## src/rtl/sram_port_arbiter_pkg.sv

```systemverilog
// rtl/sram_port_arbiter_pkg.sv - shared IDs, SRAM encodings and helpers for the SRAM port arbiter
//
// Purpose: common types and constants for the arbiter and its ID FIFO.
//   arb_id_e        owner tag stored per outstanding transaction
//   SRAM_SIZE_WORD  size encoding used for every fetch
//   *_W             request-bundle widths shared with the pipeline stages
package sram_port_arbiter_pkg;

    typedef enum logic {
        ID_INST = 1'b0,
        ID_DATA = 1'b1
    } arb_id_e;

    localparam logic [1:0] SRAM_SIZE_WORD = 2'd2;

    localparam int ADDR_W = 32;
    localparam int DATA_W = 32;
    localparam int STRB_W = 4;
    localparam int SIZE_W = 2;

    // A one-entry FIFO still needs a one-bit pointer to keep port widths legal.
    function automatic int ptr_width(input int depth);
        return (depth > 1) ? $clog2(depth) : 1;
    endfunction

endpackage

```

## src/rtl/sram_port_arbiter_arb_id_fifo.sv

```systemverilog
// rtl/sram_port_arbiter_arb_id_fifo.sv - in-order FIFO of outstanding transaction owner IDs
//
// Purpose: remembers which requester owns each issued-but-unanswered SRAM
// transaction so responses can be routed in issue order.
// Ports:
//   clk, reset        clock, synchronous active-high reset
//   push, push_id     enqueue an owner ID (ignored when full)
//   pop               dequeue the head (ignored when empty)
//   head_id           owner of the oldest outstanding transaction
//   count             registered occupancy
//   full, empty       occupancy flags derived from count
module arb_id_fifo
    import sram_port_arbiter_pkg::*;
#(
    parameter int DEPTH = 2
) (
    input  logic                         clk,
    input  logic                         reset,
    input  logic                         push,
    input  logic                         push_id,
    input  logic                         pop,
    output logic                         head_id,
    output logic [$clog2(DEPTH+1)-1:0]   count,
    output logic                         full,
    output logic                         empty
);

    localparam int PTR_W = ptr_width(DEPTH);
    localparam int CNT_W = $clog2(DEPTH + 1);

    logic [DEPTH-1:0] mem_q,    mem_d;
    logic [PTR_W-1:0] wr_ptr_q, wr_ptr_d;
    logic [PTR_W-1:0] rd_ptr_q, rd_ptr_d;
    logic [CNT_W-1:0] count_q,  count_d;
    logic             do_push;
    logic             do_pop;

    // Pointers wrap modulo DEPTH so non-power-of-two depths stay correct.
    function automatic logic [PTR_W-1:0] bump(input logic [PTR_W-1:0] p);
        return (p == PTR_W'(DEPTH - 1)) ? '0 : p + 1'b1;
    endfunction

    assign full    = (count_q == CNT_W'(DEPTH));
    assign empty   = (count_q == '0);
    assign count   = count_q;
    assign head_id = mem_q[rd_ptr_q];

    always_comb begin
        mem_d    = mem_q;
        wr_ptr_d = wr_ptr_q;
        rd_ptr_d = rd_ptr_q;
        count_d  = count_q;
        do_push  = push && !full;
        do_pop   = pop && !empty;

        if (do_push) begin
            mem_d[wr_ptr_q] = push_id;
            wr_ptr_d        = bump(wr_ptr_q);
        end
        if (do_pop) begin
            rd_ptr_d = bump(rd_ptr_q);
        end

        // Simultaneous push and pop leaves the occupancy unchanged.
        case ({do_push, do_pop})
            2'b10:   count_d = count_q + 1'b1;
            2'b01:   count_d = count_q - 1'b1;
            default: count_d = count_q;
        endcase
    end

    always_ff @(posedge clk) begin
        if (reset) begin
            mem_q    <= '0;
            wr_ptr_q <= '0;
            rd_ptr_q <= '0;
            count_q  <= '0;
        end else begin
            mem_q    <= mem_d;
            wr_ptr_q <= wr_ptr_d;
            rd_ptr_q <= rd_ptr_d;
            count_q  <= count_d;
        end
    end

endmodule

```

## src/rtl/sram_port_arbiter.sv

```systemverilog
// rtl/sram_port_arbiter.sv - shares one like-SRAM port between the fetch and load/store requesters
//
// Purpose: picks one request per cycle (data preferred, inst forced through
// after FAIR_LIMIT contested data wins), forwards it unlatched to the SRAM
// port, tags it in an in-order ID FIFO and routes each response to its owner.
// Ports:
//   clk, reset                    clock, synchronous active-high reset
//   inst_req/addr                 fetch request (always word read)
//   inst_addr_ok/data_ok/rdata    fetch accept, response strobe, read data
//   data_req/wr/size/wstrb/addr/wdata  load/store request
//   data_addr_ok/data_ok/rdata    load/store accept, response strobe, read data
//   sram_req/wr/size/wstrb/addr/wdata  forwarded request to the slave
//   sram_addr_ok/data_ok/rdata    slave accept, in-order response, read data
//   arb_err                       response arrived with nothing outstanding
module sram_port_arbiter
    import sram_port_arbiter_pkg::*;
#(
    parameter int OUTSTANDING = 2,
    parameter int FAIR_LIMIT  = 4
) (
    input  logic        clk,
    input  logic        reset,

    input  logic        inst_req,
    input  logic [31:0] inst_addr,
    output logic        inst_addr_ok,
    output logic        inst_data_ok,
    output logic [31:0] inst_rdata,

    input  logic        data_req,
    input  logic        data_wr,
    input  logic [1:0]  data_size,
    input  logic [3:0]  data_wstrb,
    input  logic [31:0] data_addr,
    input  logic [31:0] data_wdata,
    output logic        data_addr_ok,
    output logic        data_data_ok,
    output logic [31:0] data_rdata,

    output logic        sram_req,
    output logic        sram_wr,
    output logic [1:0]  sram_size,
    output logic [3:0]  sram_wstrb,
    output logic [31:0] sram_addr,
    output logic [31:0] sram_wdata,
    input  logic        sram_addr_ok,
    input  logic        sram_data_ok,
    input  logic [31:0] sram_rdata,

    output logic        arb_err
);

    localparam int                FC_W     = $clog2(FAIR_LIMIT + 1);
    localparam int                CNT_W    = $clog2(OUTSTANDING + 1);
    localparam logic [FC_W-1:0]   FAIR_MAX = FC_W'(FAIR_LIMIT);

    logic [FC_W-1:0]  fair_cnt_q, fair_cnt_d;
    logic [CNT_W-1:0] id_count;
    logic             id_full;
    logic             id_empty;
    logic             id_head;
    logic             can_issue;
    logic             data_wins;
    logic             inst_wins;
    logic             accept;
    logic             push;
    logic             push_id;
    logic             pop;

    arb_id_fifo #(
        .DEPTH (OUTSTANDING)
    ) u_id_fifo (
        .clk     (clk),
        .reset   (reset),
        .push    (push),
        .push_id (push_id),
        .pop     (pop),
        .head_id (id_head),
        .count   (id_count),
        .full    (id_full),
        .empty   (id_empty)
    );

    // Both requesters see the slave data directly; only the data_ok strobes are routed.
    assign inst_rdata = sram_rdata;
    assign data_rdata = sram_rdata;

    always_comb begin
        // Issue depends only on the registered count: a pop this cycle
        // does not open a slot until the next edge.
        can_issue = !id_full;

        // Data normally wins; once inst has lost FAIR_LIMIT contested
        // rounds in a row it is let through once.
        data_wins = data_req && !(inst_req && (fair_cnt_q == FAIR_MAX));
        inst_wins = inst_req && !data_wins;

        sram_req   = !reset && can_issue && (inst_req || data_req);
        sram_wr    = 1'b0;
        sram_size  = '0;
        sram_wstrb = '0;
        sram_addr  = '0;
        sram_wdata = '0;
        if (sram_req) begin
            if (data_wins) begin
                sram_wr    = data_wr;
                sram_size  = data_size;
                sram_wstrb = data_wstrb;
                sram_addr  = data_addr;
                sram_wdata = data_wdata;
            end else begin
                sram_size  = SRAM_SIZE_WORD;
                sram_addr  = inst_addr;
            end
        end

        accept       = sram_req && sram_addr_ok;
        data_addr_ok = accept && data_wins;
        inst_addr_ok = accept && inst_wins;
        push         = accept;
        push_id      = data_wins ? ID_DATA : ID_INST;

        // The ID for a request accepted this cycle lands at the edge, so a
        // response arriving now always belongs to an older transaction.
        pop          = !reset && sram_data_ok && !id_empty;
        inst_data_ok = pop && (id_head == ID_INST);
        data_data_ok = pop && (id_head == ID_DATA);
        arb_err      = !reset && sram_data_ok && (id_count == '0);

        fair_cnt_d = fair_cnt_q;
        if (inst_addr_ok) begin
            fair_cnt_d = '0;
        end else if (data_addr_ok && inst_req && (fair_cnt_q != FAIR_MAX)) begin
            fair_cnt_d = fair_cnt_q + 1'b1;
        end
    end

    always_ff @(posedge clk) begin
        if (reset) begin
            fair_cnt_q <= '0;
        end else begin
            fair_cnt_q <= fair_cnt_d;
        end
    end

endmodule
```

## config.mk

```make
export PLATFORM = sky130hd
export DESIGN_NAME = sram_port_arbiter
export DESIGN_NICKNAME = d
export VERILOG_FILES = /design/src/rtl/sram_port_arbiter_pkg.sv /design/src/rtl/sram_port_arbiter_arb_id_fifo.sv /design/src/rtl/sram_port_arbiter.sv
export SDC_FILE = /design/constraint.sdc
export NUM_CORES = 1
export LEC_CHECK = 0
export CORE_AREA = 2 2 110 112
export DETAILED_ROUTE_END_ITERATION = 6
export DIE_AREA = 0 0 112 114
export PLACE_DENSITY = 0.64
export SETUP_SLACK_MARGIN = 0.5
export SLEW_MARGIN = 20
export SYNTH_ARGS = -nofsm -noshare
export SYNTH_HDL_FRONTEND = slang
export SYNTH_HIERARCHICAL = 1
export SYNTH_SLANG_ARGS = --single-unit
export TNS_END_PERCENT = 100
```

## constraint.sdc

```tcl
create_clock -name clk -period 5 [get_ports clk]
set_clock_uncertainty 0.05 [all_clocks]
set_input_delay 1.5 -clock clk [delete_from_list [all_inputs] [get_ports clk]]
set_output_delay 1.5 -clock clk [all_outputs]
set_load 0.1 [all_outputs]
```

==> impl_metrics.toml, run 1 <==
[sta]
min_period_ns = 4.439
final_hold_viol_count = 0
slew_viol_final = 0
fmax_mhz = 225.3
fin_tns_setup_ns = 0
fin_crit_sh_pct = 88.77
worst_pin_slew_ns = 0.4310
fin_ws_ns = 0.5615
setup_viol_count_final = 0
grt_setup_unrepaired = "no"
slew_headroom_pct = 71.27

[detailed_routing]
vias_per_cell = 4.732
drtIter0Drc = 102
drtPass1Iterations = 4
route.vias.total = 2626
postRouteAntennaNets = 0
routedWlPerCell_um = 18.76
post-route-drc-count = 0
drt_wl_total_um = 10410

[worst_setup_path]
cp_slowest_cell = "dlygate4sd2_1"
endpoint_kind = "primary output"
cp_num_buf_inv = 3
critPathKind = "input pin to primary output"
cp_slowest_stage_delay_ns = 0.32
worstPathRequired_ns = 3.45
start_kind = "input pin"
crit_arrival_ns = 2.89
critical_path.top_delay_family = "buffers and inverters"
path_max_fanout = 19
path_cells = "dlygate4sd2_1, nand3_4, and3_4, bufbuf_16, and2_4, buf_12"

[clocking]
cts_tree = "yes"
numCtsBuffers = 3
clkTransAtPathRegs_ns = 0.04
ctsLongestPathBuffers = 2
cts_max_level = 1
cts-root-buf = "clkbuf_16"
worstSkewPairLatency_ns = 0.23
cts_sinks = 9

[layout]
drive_gt1_share_pct = 32.60
nNetsFinal = 553
antenna_cells = 0
stdcell_area_um2 = 4651
fill_cells = 1156
syn2layout_area_growth_pct = 129.4

[place]
numPortBuffers = 185
post-dp-hpwl_um = 7915
dp_slack_ns = 0.1231
post_dp_cell_area_um2 = 4317
routabilityCongestion = 0.8352

[grt]
met2_usage_pct = 28.28
gr-total-overflow = 0
first_global_vias = 2677
grtUsageMet1_pct = 15.24
grt_max_degree = 39
busiest_layer = "met2"
met3_usage_pct = 2.816
grt_pass1_wl_um = 14610
gr-usage-all-layers_pct = 14.63
antenna_found_initial = 0

[yosys]
synth-seq-cells = 9
ys_warn_count = 6
synthCells = 296
synth.avg_cell_area_um2 = 6.848
syn_area_um2 = 2027
syn_nets = 440
ys_seq_area_share_pct = 8.889
synth_cell_types = 34

[pwr]
powerDensity_nw_per_um2 = 172.6
finalPower_w = 0.0008029
leakage_nw = 1.880
peakVddDrop_mv = 0.08649

[floorplan]
pin_count = 282
core.rowCount = 40
fp.dieH_um = 114
fp.dieW_um = 112
core_um2 = 11710
dieArea_um2 = 12770
initial_utilization_pct = 17.31

[status]
status = "completed"

[min_path]
min-delay-path-class = "flop to flop"

[flow_run]
maxCapViolCount = 0
[sequential cells by signal, summed over array words and instances, names as in the netlist]
register	count
fair_cnt_q	3
u_id_fifo/count	2
u_id_fifo/mem_q	2
u_id_fifo/rd_ptr_q	1
u_id_fifo/wr_ptr_q	1
[cells by family (layout without fill, tap and decap cells)]
kind of cell    count (synthesis)  after routing  share of synthesized area [%]
xor+xnor                        3              3                          1.297
simple gates                  134            134                          36.79
compound gates                 47             47                          18.27
flops                           9              9                          8.889
fa+ha+maj                       3              3                          1.852
buf+inv                        98            210                          31.85
mux                             2              2                          1.049
[final timing paths]
path,startpoint,end,slack [ns],cells past startpoint
max,inst_req,sram_wdata[29],0.56,6
min,u_id_fifo/mem_q[1]$_SDFFE_PP0P_,u_id_fifo/mem_q[1]$_SDFFE_PP0P_,0.43,2
max reg2reg,u_id_fifo/count[0]$_SDFFE_PP0P_,u_id_fifo/count[1]$_SDFFE_PP0P_,2.38,11
min reg2reg,u_id_fifo/mem_q[1]$_SDFFE_PP0P_,u_id_fifo/mem_q[1]$_SDFFE_PP0P_,0.43,2
[metal layers]
metal | part of all wire, % | up-vias
li1 | - | 1215
met1 | 35 | 1195
met2 | 52 | 181
met3 | 9.1 | 35
met4 | 3.6 | 0
met5 | 0 | -
[cells in the mapped netlist, drive strengths merged]
master	n	area share, %
buf	80	29
and2	41	13
nand2	39	7.2
nand4	33	10
o2111ai	32	14
clkbuf	13	2.4
dfxtp	9	8.9
a21oi	7	1.7
inv	5	0.93
nor2	5	0.93
nand2b	4	1.2
ha	3	1.9
o21ai	3	0.74
or3	3	0.93
a21boi	2	0.74
and3	2	0.62
nor3	2	0.49
nor3b	2	0.99
o21a	2	0.74
xnor2	2	0.86
mux2	1	0.56
mux2i	1	0.49
nand3	1	0.49
nand4bb	1	0.56
o21ba	1	0.49
or4	1	0.37
xor2	1	0.43
[tightest hold or removal path: cells and delay by family, from the launching register on]
family             cells  cell delay, ns
AOI/OAI and AO/OA      2            0.13
DFF                    1            0.30
[layout make-up]
type	count	area, µm²	area share, %
Clock inverter	1	5.005	0.1076
Tap cell	147	183.9	3.955
Timing Repair Buffer	200	2887	62.07
Clock buffer	3	75.07	1.614
Timing Repair inverter	1	7.507	0.1614
Multi-Input combinational cell	189	1290	27.74
Sequential cell	9	180.2	3.874
Inverter	5	22.52	0.4843
[what timing repair did]
action                     4_1_cts  5_1_grt
setup buffers                    2        0
cloned                           4        1
setup endpoints to repair       73       31
gates resized for setup         36        3
pin swaps                        1        0
hold buffers                     0        0
[per-stage QoR]
| step | utilization [%] | hold slack, ns | instances |
|---|---|---|---|
| after global routing | 39.71 | 0.4584 | 555 |
| final | 39.71 | 0.4347 | 555 |
| after floorplan | - | 0.3925 | 296 |
| after detailed placement | 36.86 | 0.4275 | 544 |
| after CTS | 39.53 | 0.4335 | 554 |
| after global placement | 36.86 | 0.4051 | 544 |
[power breakdown]
| group | total, W | internal [W] | switching [W] | leakage [nW] |
|---|---|---|---|---|
| Combinational | 0.000583 | 0.000246 | 0.000337 | 1.77 |
| Sequential | 0.0000778 | 0.0000746 | 0.00000319 | 0.0730 |
| Clock | 0.000142 | 0.000106 | 0.0000365 | 0.0409 |
| Total | 0.000803 | 0.000426 | 0.000377 | 1.88 |
[cells in the final DEF, fill, tap and decap left out, drive strengths merged]
master         count
dlygate4sd2        2
nor2               5
buf               89
xor2               1
or4                1
nand4bb            1
o21a               2
bufbuf             3
clkinv             1
and3               2
o2111ai           32
a21oi              7
ha                 3
nand2             39
mux2i              1
or3                3
and2              41
nor3               2
dfxtp              9
nor3b              2
a21boi             2
clkdlybuf4s50    105
inv                4
nand3              1
nand4             33
xnor2              2
clkbuf             4
mux2               1
o21ai              3
o21ba              1
nand2b             4
clkinvlp           2
Power figures use the tool's default switching activity.
==> run 2: changes to the inputs <==
--- a/config.mk
+++ b/config.mk
@@ -5,14 +5,14 @@
 export SDC_FILE = /design/constraint.sdc
 export NUM_CORES = 1
 export LEC_CHECK = 0
-export CORE_AREA = 2 2 110 112
+export CAP_MARGIN = 15
+export CORE_AREA = 2 2 109 111
 export DETAILED_ROUTE_END_ITERATION = 6
-export DIE_AREA = 0 0 112 114
-export PLACE_DENSITY = 0.64
+export DIE_AREA = 0 0 111 113
+export PLACE_DENSITY = 0.63
 export SETUP_SLACK_MARGIN = 0.5
 export SLEW_MARGIN = 20
 export SYNTH_ARGS = -nofsm -noshare
 export SYNTH_HDL_FRONTEND = slang
-export SYNTH_HIERARCHICAL = 1
 export SYNTH_SLANG_ARGS = --single-unit
 export TNS_END_PERCENT = 100
==> run 2 against run 1 <==
Hold slack worse by 0.011 ns; largest power group unchanged; combinational power grew 10%; clock-buffer cell count rose by 1; via count decreased by 6.4%; area after synthesis down 5.9%; register-to-register slack improved by 0.62 ns; global-route usage shrank 1.5 points; synthesized cell count fell by 1.7%; highest routed layer unchanged.
==> impl_metrics.toml, run 2 <==
[status]
status = "completed"

[pwr]
leakage_nw = 1.790
peakVddDrop_mv = 0.1057
powerDensity_nw_per_um2 = 178.1
finalPower_w = 0.0008668

[yosys]
yosys.area_share.xor_xnor_pct = 0.9180
synth_compound_area_share_pct = 20.33
synth_mux_area_share_pct = 1.574
ys_seq_area_share_pct = 9.443
syn_nets = 435
syn_area_um2 = 1908
synthSimpleGateAreaFrac_pct = 32.92
synthCells = 291
synth-seq-cells = 9
async_reset_ff_share_pct = 0
ys_top_cells_by_area = "buf_4 (26%), and2_1 (13%), a21oi_1 (9.7%)"
synthAdderAreaFrac_pct = 1.967
yosysMostFrequentCell = "buf_4"
synth_top_area_cell = "buf_4"
synth.avg_cell_area_um2 = 6.557
synth_ff_type = "dfxtp_1"
ys_warn_count = 0
synth_top_cell_area_share_pct = 25.57
synth_cell_types = 35
synth_top_family_by_area = "simple AND/OR/NAND/NOR gates"
synth_common_cells = "buf_4 (65), and2_1 (39), a21oi_1 (37), o21ai_0 (36), nand3_1 (35)"
synth-edff-count = 0

[detailed_routing]
post-route-drc-count = 0
drtIter0Drc = 124
drt_wl_total_um = 8939
drtPass1Iterations = 4
vias_per_cell = 4.397
route.vias.total = 2458
postRouteAntennaNets = 0
routedWlPerCell_um = 15.99

[floorplan]
fp.dieH_um = 113
pin_count = 282
core.rowCount = 39
fp.dieW_um = 111
initial_utilization_pct = 16.93
dieArea_um2 = 12540
core_um2 = 11270

[layout]
fill_cells = 1072
drive_gt1_share_pct = 39.90
syn2layout_area_growth_pct = 155.0
final_common_cell = "clkdlybuf4s50_1"
fin_cells = 559
top_register = "fair_cnt_q"
seq_area_um2 = 180.2
largest_register_ffs = 3
antenna_cells = 0
stdcell_area_um2 = 4866
multi_input_area_um2 = 1523
nNetsFinal = 561
layout_common_cells = "clkdlybuf4s50_1 (105), buf_12 (84), o21ai_0 (36), nand3_1 (34), a21oi_4 (28)"

[min_path]
min-delay-path-class = "flop to flop"
whs_path_depth = 2

[flow_run]
maxCapViolCount = 0

[place]
post_dp_cell_area_um2 = 4684
numPortBuffers = 185
post-dp-hpwl_um = 7408
routabilityCongestion = 0.7350
dp.cells = 547

[clocking]
worstSkewPairLatency_ns = 0.24
cts_tree = "yes"
hold_buffers = 0
cts-root-buf = "clkbuf_16"
ctsLongestPathBuffers = 2
cts_sinks = 9
clkTransAtPathRegs_ns = 0.04
numCtsBuffers = 3
cts_max_level = 1

[grt]
first_global_vias = 2520
met3_usage_pct = 3.214
grt_pass1_wl_um = 13460
grt_max_degree = 39
antenna_found_initial = 0
grtUsageMet1_pct = 14.08
busiest_layer = "met2"
gr-usage-all-layers_pct = 13.18
met2_usage_pct = 25.28
gr-total-overflow = 0

[worst_setup_path]
endpoint_kind = "primary output"
critPathKind = "input pin to primary output"
path_max_fanout = 7
r2r_cells = 6
start_kind = "input pin"
worstPathRequired_ns = 3.45
r2r_slack_ns = 3.00
crit_arrival_ns = 2.90

[sta]
hold-worst-slack_ns = 0.4232
fin_crit_sh_pct = 88.91
slew_viol_final = 0
slew_headroom_pct = 72.06
fmax_mhz = 225.0
min_period_ns = 4.445
setup_viol_count_final = 0
worst_pin_slew_ns = 0.4172
fin_tns_setup_ns = 0
final_hold_viol_count = 0
grt_setup_unrepaired = "no"
[run 2: kinds of logic after synthesis]
| logic type | count (synthesis) |
|---|---|
| DFF | 9 |
| adders and majority gates | 3 |
| muxes | 3 |
| AOI/OAI and AO/OA | 76 |
| buffers and inverters | 93 |
| xor gates and xnor gates | 2 |
| and+or+nand+nor | 105 |
[run 2: final cells by class]
type | instances | share of cell area (%)
Timing Repair Buffer | 208 | 59.24
Multi-Input combinational cell | 189 | 31.29
Tap cell | 143 | 3.677
Inverter | 6 | 0.4628
Sequential cell | 9 | 3.703
Clock buffer | 4 | 1.620
[run 2: worst paths after layout]
| check | startpoint | endpoint |
|---|---|---|
| max reg2reg | u_id_fifo.count[0]$_SDFFE_PP0P_ | u_id_fifo.count[1]$_SDFFE_PP0P_ |
| max | inst_req | sram_addr[23] |
| min | u_id_fifo.mem_q[1]$_SDFFE_PP0P_ | u_id_fifo.mem_q[1]$_SDFFE_PP0P_ |
| min reg2reg | u_id_fifo.mem_q[1]$_SDFFE_PP0P_ | u_id_fifo.mem_q[1]$_SDFFE_PP0P_ |
[run 2: per-layer routing]
layer	vias to the layer above	share of wire, %
met5	-	0
met4	0	2.3
met2	158	52
met1	1100	37
met3	22	8.6
li1	1178	-
[run 2: worst max-delay path, stage by stage]
cell and delay [ns]:
dlygate4sd2_1 0.27, buf_4 0.16, or2_2 0.34, nand3_4 0.12, buf_12 0.15, buf_12 0.13, a21oi_4 0.04, buf_12 0.17
[run 2: what timing repair did]
item,CTS,global route
gates resized for setup,9,1
endpoints found under the setup margin,75,42
pin swaps,1,0
buffers inserted,8,0
[run 2: stage by stage]
step                setup WS, ns  utilization (%)
global placement          0.2850            41.56
detailed placement        0.2182            41.56
CTS                       0.5067            43.21
finish                    0.5546            43.17
global route              0.5144            43.17
floorplan               -0.04734                -
[run 2: power breakdown]
part	switching [W]	total [W]	leakage, nW	internal, W
registers	0.00000588	0.0000827	0.0733	0.0000768
logic	0.000377	0.000642	1.68	0.000265
clock network	0.0000352	0.000142	0.0382	0.000107
==> run 3: changes to the inputs <==
--- a/config.mk
+++ b/config.mk
@@ -11,7 +11,7 @@
 export DIE_AREA = 0 0 111 113
 export PLACE_DENSITY = 0.63
 export SETUP_SLACK_MARGIN = 0.5
-export SLEW_MARGIN = 20
+export SLEW_MARGIN = 40
 export SYNTH_ARGS = -nofsm -noshare
 export SYNTH_HDL_FRONTEND = slang
 export SYNTH_SLANG_ARGS = --single-unit
==> results of run 3 <==
Same layout as run 2: the final DEF is identical, and so are final timing and power.
